## src/rtl/fwd_pkg.sv

```systemverilog
// Shared types and constants for the forwarding / hazard unit.
package fwd_pkg;

    // Storage width of rd inside a tracker entry.
    // Narrower register addresses are zero-extended into this field.
    localparam int unsigned TRK_RD_W = 8;

    // Select value meaning "read the register file".
    localparam int unsigned SEL_RF = 0;

    // Pipeline control state: normal flow or frozen front end.
    typedef enum logic [0:0] {
        RUN   = 1'b0,
        STALL = 1'b1
    } fsm_state_t;

    // One in-flight producer tracked beyond EX.
    typedef struct packed {
        logic                valid;
        logic [TRK_RD_W-1:0] rd;
        logic                regwrite;
        logic                memread;
    } trk_entry_t;

    // Width of one forward select: register file plus one code per entry.
    function automatic int unsigned sel_width(input int unsigned depth);
        return $clog2(depth + 1);
    endfunction

endpackage

```

## src/rtl/fwd_match.sv

```systemverilog
// Priority match of one EX source operand against all tracker entries.
// Reports the youngest matching producer and whether its data is not yet available.
module fwd_match
    import fwd_pkg::*;
#(
    parameter int unsigned REG_AW     = 5,
    parameter int unsigned DEPTH      = 3,
    parameter int unsigned LOAD_STAGE = 1,
    parameter int unsigned SELW       = sel_width(DEPTH)
) (
    input  trk_entry_t [DEPTH-1:0] entries,
    input  logic [REG_AW-1:0]      src,
    output logic [SELW-1:0]        sel_c,
    output logic                   hazard_c
);

    logic [TRK_RD_W-1:0] src_ext;

    assign src_ext = TRK_RD_W'(src);

    // Walk from oldest to youngest so the youngest match overwrites older ones.
    always_comb begin
        sel_c    = SELW'(SEL_RF);
        hazard_c = 1'b0;
        for (int k = int'(DEPTH) - 1; k >= 0; k--) begin
            if (entries[k].valid && entries[k].regwrite &&
                (entries[k].rd != '0) && (entries[k].rd == src_ext)) begin
                sel_c    = SELW'(k + 1);
                hazard_c = entries[k].memread && (k < int'(LOAD_STAGE));
            end
        end
    end

endmodule

```

## src/rtl/fwd_hazard_unit.sv

```systemverilog
// Forwarding select and load-use stall generation for the EX stage.
// Tracks producers beyond EX in a shift register, resolves per-source
// forwarding, freezes the front end on an unready youngest producer,
// and counts stall cycles.
module fwd_hazard_unit
    import fwd_pkg::*;
#(
    parameter int unsigned REG_AW     = 5,
    parameter int unsigned NUM_SRC    = 2,
    parameter int unsigned DEPTH      = 3,
    parameter int unsigned LOAD_STAGE = 1,
    parameter int unsigned SELW       = sel_width(DEPTH)
) (
    input  logic                      clk,
    input  logic                      reset,
    input  logic                      ex_valid,
    input  logic [REG_AW-1:0]         ex_rd,
    input  logic                      ex_regwrite,
    input  logic                      ex_memread,
    input  logic [NUM_SRC*REG_AW-1:0] ex_src,
    input  logic                      flush,
    output logic [NUM_SRC*SELW-1:0]   fwd_sel,
    output logic                      stall,
    output logic [15:0]               stall_cnt
);

    localparam logic [15:0] CNT_MAX = 16'hFFFF;

    trk_entry_t [DEPTH-1:0]    trk_q;
    trk_entry_t                ex_entry;
    logic [NUM_SRC*SELW-1:0]   sel_raw;
    logic [NUM_SRC-1:0]        src_hazard;
    logic                      hazard;
    logic                      stall_int;
    fsm_state_t                state_q;
    fsm_state_t                state_d;
    logic [15:0]               stall_cnt_q;

    // Snapshot of the instruction currently in EX.
    always_comb begin
        ex_entry          = '0;
        ex_entry.valid    = ex_valid;
        ex_entry.rd       = TRK_RD_W'(ex_rd);
        ex_entry.regwrite = ex_regwrite;
        ex_entry.memread  = ex_memread;
    end

    // One independent matcher per source operand.
    for (genvar i = 0; i < int'(NUM_SRC); i++) begin : g_src
        fwd_match #(
            .REG_AW     (REG_AW),
            .DEPTH      (DEPTH),
            .LOAD_STAGE (LOAD_STAGE),
            .SELW       (SELW)
        ) u_match (
            .entries  (trk_q),
            .src      (ex_src[i*REG_AW +: REG_AW]),
            .sel_c    (sel_raw[i*SELW +: SELW]),
            .hazard_c (src_hazard[i])
        );
    end

    // Any source waiting on an unready producer freezes the front end; flush wins.
    always_comb begin
        hazard    = ex_valid && (|src_hazard);
        stall_int = hazard && !flush;
    end

    // Outputs forced quiet while reset is held.
    always_comb begin
        fwd_sel = reset ? '0 : sel_raw;
        stall   = stall_int && !reset;
    end

    assign stall_cnt = stall_cnt_q;

    // Producer tracker: age every entry, inject EX or a bubble at the head.
    always_ff @(posedge clk or posedge reset) begin
        if (reset) begin
            trk_q <= '0;
        end else begin
            for (int k = 1; k < int'(DEPTH); k++) begin
                trk_q[k] <= trk_q[k-1];
            end
            trk_q[0] <= (stall_int || flush) ? trk_entry_t'('0) : ex_entry;
        end
    end

    // Pipeline control state register.
    always_ff @(posedge clk or posedge reset) begin
        if (reset) begin
            state_q <= RUN;
        end else begin
            state_q <= state_d;
        end
    end

    // Next-state: enter STALL on a stall cycle, return to RUN once it clears.
    always_comb begin
        state_d = state_q;
        case (state_q)
            RUN:     if (stall_int)  state_d = STALL;
            STALL:   if (!stall_int) state_d = RUN;
            default: state_d = RUN;
        endcase
    end

    // Saturating stall-cycle counter.
    always_ff @(posedge clk or posedge reset) begin
        if (reset) begin
            stall_cnt_q <= 16'd0;
        end else if (stall_int && (stall_cnt_q != CNT_MAX)) begin
            stall_cnt_q <= stall_cnt_q + 16'd1;
        end
    end

endmodule

```

## config.mk

```make
export PLATFORM = sky130hd
export DESIGN_NAME = fwd_hazard_unit
export DESIGN_NICKNAME = d
export VERILOG_FILES = /design/src/rtl/fwd_pkg.sv /design/src/rtl/fwd_match.sv /design/src/rtl/fwd_hazard_unit.sv
export SDC_FILE = /design/constraint.sdc
export NUM_CORES = 1
export LEC_CHECK = 0
export CAP_MARGIN = 30
export CORE_MARGIN = 2
export CORE_UTILIZATION = 54
export DETAILED_ROUTE_END_ITERATION = 8
export HOLD_SLACK_MARGIN = 0.02
export PLACE_DENSITY = 0.84
export SKIP_LAST_GASP = 1
export SYNTH_ARGS = -nofsm -noshare
export SYNTH_HDL_FRONTEND = slang
export SYNTH_HIERARCHICAL = 1
export SYNTH_SLANG_ARGS = --single-unit
```

## constraint.sdc

```tcl
create_clock -name clk -period 4.77 [get_ports clk]
set_input_delay 0.954 -clock clk [delete_from_list [all_inputs] [get_ports clk]]
set_output_delay 0.954 -clock clk [all_outputs]
set_load 0.01 [all_outputs]
```

Word-level counts from Yosys, hierarchy flattened. Index checks and enable logic that the tools add are counted.

$add $sub $neg: 1. $mul: 0. Divide/modulo/power cells: 0. Order comparisons: 0. Equality and inequality tests: 7. Shift-type cells: 0. Multiplexer cells: 10. Bitwise operators: 0. Reduce and logical (&&, ||, !) cells: 23.

Operators with widths (count): $eq A8 B5 Y1 (6); $reduce_bool A8 Y1 (3); $add A16 B1 Y16 const B (1); $logic_and A1 B1 Y1 (16); $ne A16 B16 Y1 const B (1); $mux W2 (6); $mux W11 (1); $mux W4 (1); $logic_not A1 Y1 (2); $mux W1 (2); $reduce_or A2 Y1 (1); $logic_or A1 B1 Y1 (1).

Register bits: 47. Latch bits: 0. Bits in writable memories: 0. Memory bits (read-only): 0. Input port bits: 21. Output and inout port bits: 21. Logic and storage cells: 52. Memories kept: 0.

Depth between registers and ports, before layout.
Word-level depth: 9. Gate-level depth with buffers: 10. Depth with buffers taken out: 9.

Modules after synthesis. The synthesis kept the hierarchy.

Modules (own cells, without submodules): fwd_hazard_unit (instances 1, cells each 106, area an instance 1456.4 sq um, sequential area each 1001.0 sq um); fwd_match (instances 2, cells each 40, area an instance 265.3 sq um, sequential area each 0.0 sq um).

Worst setup path before layout. No wires, ideal clock.

Path type: input-to-output. From: input ex_src[6]. To: output stall. Data arrival time: 2.256 ns. Required time: 3.816 ns. Setup slack: 1.560 ns. Cell stages on the path: 6. Buffers on the path: 0. Cell sequence: xnor2_1 -> nand4_1 -> a2111oi_0 -> and2_1 -> o21ai_0 -> nor3_1.

Cells in the longest elaborated chain, start to end: 7.

Ends and longest elaborated chain: from (decl) (RTL line fwd_hazard_unit.sv:20) `input logic [NUM_SRC*REG_AW-1:0] ex_src,`; $eq A8 B5 Y1 (RTL line fwd_match.sv:27) `(entries[k].rd != '0) && (entries[k].rd == src_ext)) begin`; $logic_and A1 B1 Y1 (RTL line fwd_match.sv:27); $mux W1 (RTL line fwd_match.sv:26) `if (entries[k].valid && entries[k].regwrite &&`; via src_hazard[1] (RTL line fwd_hazard_unit.sv:32) `logic [NUM_SRC-1:0] src_hazard;`; $reduce_or A2 Y1 (RTL line fwd_hazard_unit.sv:65) `hazard = ex_valid && (|src_hazard);`; $logic_and A1 B1 Y1 (RTL line fwd_hazard_unit.sv:65); $logic_and A1 B1 Y1 (RTL line fwd_hazard_unit.sv:66) `stall_int = hazard && !flush;`; $logic_and A1 B1 Y1 (RTL line fwd_hazard_unit.sv:72) `stall = stall_int && !reset;`; to (decl) (RTL line fwd_hazard_unit.sv:23) `output logic stall,`.

The timed path passes the listed nets, and every way through them passes these cells.

Worst setup path in the final report. Ends and elaborated chain as after synthesis.

==> impl_metrics.json <==
{
  "status": "complete, no violations",
  "cts.htree.levels": 2,
  "critPathKind": "in2out",
  "numCtsBuffers": 5,
  "switchingPower_uw": 145.7,
  "finalPower_uw": 582.6,
  "first_pass_iters": 4,
  "finalWirelength_um": 3875,
  "cellPowerDensity_nw_per_um2": 229.1,
  "cp-start-kind": "input pin",
  "postCtsResizedCells": 0,
  "num_vias": 1515,
  "synthCells": 184,
  "use_met1": 0.3036,
  "drv_slew": 0,
  "clockBufferDepth": 2,
  "antenna_found_initial": 0,
  "switching_share": 0.2502,
  "r2r-end": "stall_cnt[15]$_DFFE_PP0P_",
  "grt_max_degree": 31,
  "post-dp-hpwl_um": 3050,
  "die_w_um": 63.89,
  "worst-path-max-fanout": 4,
  "gp_congestion": 0.8676,
  "p_int_uw": 436.9,
  "synth_area_um2": 1937,
  "port_buffers": 41,
  "period_minus_slack_ns": 4.470,
  "reg2reg_slack_ns": 1.92,
  "whs_endpoint": "trk_q[12]$_DFF_PP0_",
  "p_leak_nw": 1.085,
  "cts-root-buf": "clkbuf_4",
  "slowest_stage": "clkdlybuf4s50_1",
  "syn_avg_cell_area_um2": 10.53,
  "clkSlewWorstSetupHoldPaths_ns": 0.12,
  "nets": 273,
  "max_freq_mhz": 223.7,
  "coreArea_um2": 3390,
  "end_kind": "output port",
  "hp-class": "reg2reg",
  "clock_power_share": 0.300,
  "period_share": 0.9371,
  "slowest_delay_ns": 0.60,
  "busiest_layer": "met1",
  "clkLatencyLatePin_ns": 0.34,
  "drtIter0Drc": 98,
  "fillers": 235,
  "grt_util_met3": 0.04401,
  "crit_path_cell_trace": "clkdlybuf4s50_1 -> xnor2_1 -> nand4_1 -> a2111oi_0 -> buf_4 -> and2_1 -> o21ai_0 -> nor3_1 -> clkdlybuf4s50_1",
  "cap_violations": 0,
  "hold_viol": 0,
  "grt_pass1_vias": 1420,
  "timing.setup.tns_ns": 0,
  "cpMostUsedCell": "clkdlybuf4s50_1",
  "postCtsSetupRepairBufs": 0,
  "met2_usage": 0.3008,
  "cts_sinks": 38,
  "syn_to_final_growth_pct": 31.33,
  "grt_first_pass_wirelength_um": 6541,
  "die_y_um": 63.89,
  "layout_setup_ws_ns": 0.3001,
  "drc_errors": 0,
  "routedWlPerCell_um": 13.00,
  "ff2ff_path_depth": 10,
  "p_seq_frac": 0.589,
  "overflow": 0,
  "vias_per_cell": 5.084,
  "grt_usage": 0.2054,
  "cp.required_ns": 3.82,
  "arrival_ns": 3.52,
  "die-area_um2": 4082,
  "synth_warnings": 6,
  "whs_path_depth": 0,
  "pwr-share-comb": 0.111,
  "diodes": 0,
  "ant_nets": 0,
  "worstReg2RegStart": "trk_q[4]$_DFF_PP0_",
  "placementRows": 21,
  "start_util": 0.5714,
  "setup_viol": 0,
  "detailedPlace.worstSlack_ns": 0.3151,
  "drive_gt1_frac": 0.08333,
  "io_pins": 42,
  "vdd_drop_max_v": 0.0002212,
  "rsz0062_at_grt": "false",
  "final_util": 0.7505,
  "tritoncts": "yes",
  "min_from": "trk_q[1]$_DFF_PP0_",
  "ctsHoldBuffers": 0,
  "clock_skew_ns": 0.009946
}
through the flow:
step | hold slack (ns) | area, um2 | instances
floorplan | 0.3731 | 2001 | 201
global placement | 0.3857 | 2480 | 290
detailed placement | 0.3874 | 2480 | 290
CTS | 0.4176 | 2544 | 298
global route | 0.4183 | 2544 | 298
finish | 0.4168 | 2544 | 298
power groups by stage:
stage	clock [mW]	combinational [mW]	sequential [mW]
after floorplan	0	0.0355	0.346
after global placement	0	0.0631	0.349
after detailed placement	0	0.0648	0.349
after CTS	0.177	0.0651	0.343
after global routing	0.196	0.0722	0.345
final	0.175	0.0648	0.343
flip-flops by register name, indices dropped and copies added, names as in the netlist:
register,count
stall_cnt,16
trk_q,22
area by class of cell:
| cell class | instances | area, um2 | share of cell area |
|---|---|---|---|
| timing repair buffer | 44 | 432.9 | 0.1702 |
| multi-input combinational | 161 | 1035 | 0.4068 |
| clock inverter | 2 | 12.51 | 0.004919 |
| clock buffer | 6 | 51.30 | 0.02017 |
| tap | 46 | 57.56 | 0.02263 |
| inverter | 1 | 3.754 | 0.001476 |
| sequential | 38 | 950.9 | 0.3738 |
layout by cell type, fill, tap and decap left out, types with 2 or more instances in the layout:
cell,n
o41ai_1,2
and2_1,12
a2111oi_0,2
nand2_1,17
or4_1,4
xor2_1,13
o21bai_1,2
clkdlybuf4s50_1,41
o21ai_0,3
conb_1,18
clkbuf_4,5
or4_4,2
buf_4,3
nand4_1,8
xnor2_1,25
nor4_1,8
dfrtp_1,38
a21oi_1,5
nor2_1,9
nor3_1,3
or2_2,2
nand3_1,8
nor2b_1,5
and3_1,2
worst max-delay path by stage:
stage | start | end | slack (ns) | depth (start not counted)
floorplan | ex_src[6] | stall | 1.56 | 6
global placement | ex_src[6] | stall | 0.42 | 9
detailed placement | ex_src[6] | stall | 0.32 | 9
CTS | ex_src[6] | stall | 0.29 | 9
global route | ex_src[6] | stall | 0.15 | 9
finish | ex_src[6] | stall | 0.30 | 9
critical path: cells and delay by family:
kind | cells | cell delay [ns]
AO/OA/AOI/OAI | 2 | 0.60
XOR/XNOR | 1 | 0.15
buffers and inverters | 3 | 1.39
AND/OR/NAND/NOR | 3 | 0.43
per-layer routing:
| layer | vias to the layer above | part of all wire | routed length (um) |
|---|---|---|---|
| met5 | - | 0 | 0 |
| met4 | 0 | 0.010 | 40 |
| met3 | 4 | 0.050 | 193 |
| met2 | 38 | 0.46 | 1765 |
| met1 | 696 | 0.48 | 1874 |
| li1 | 777 | - | - |
Power figures use the tool's default switching activity.
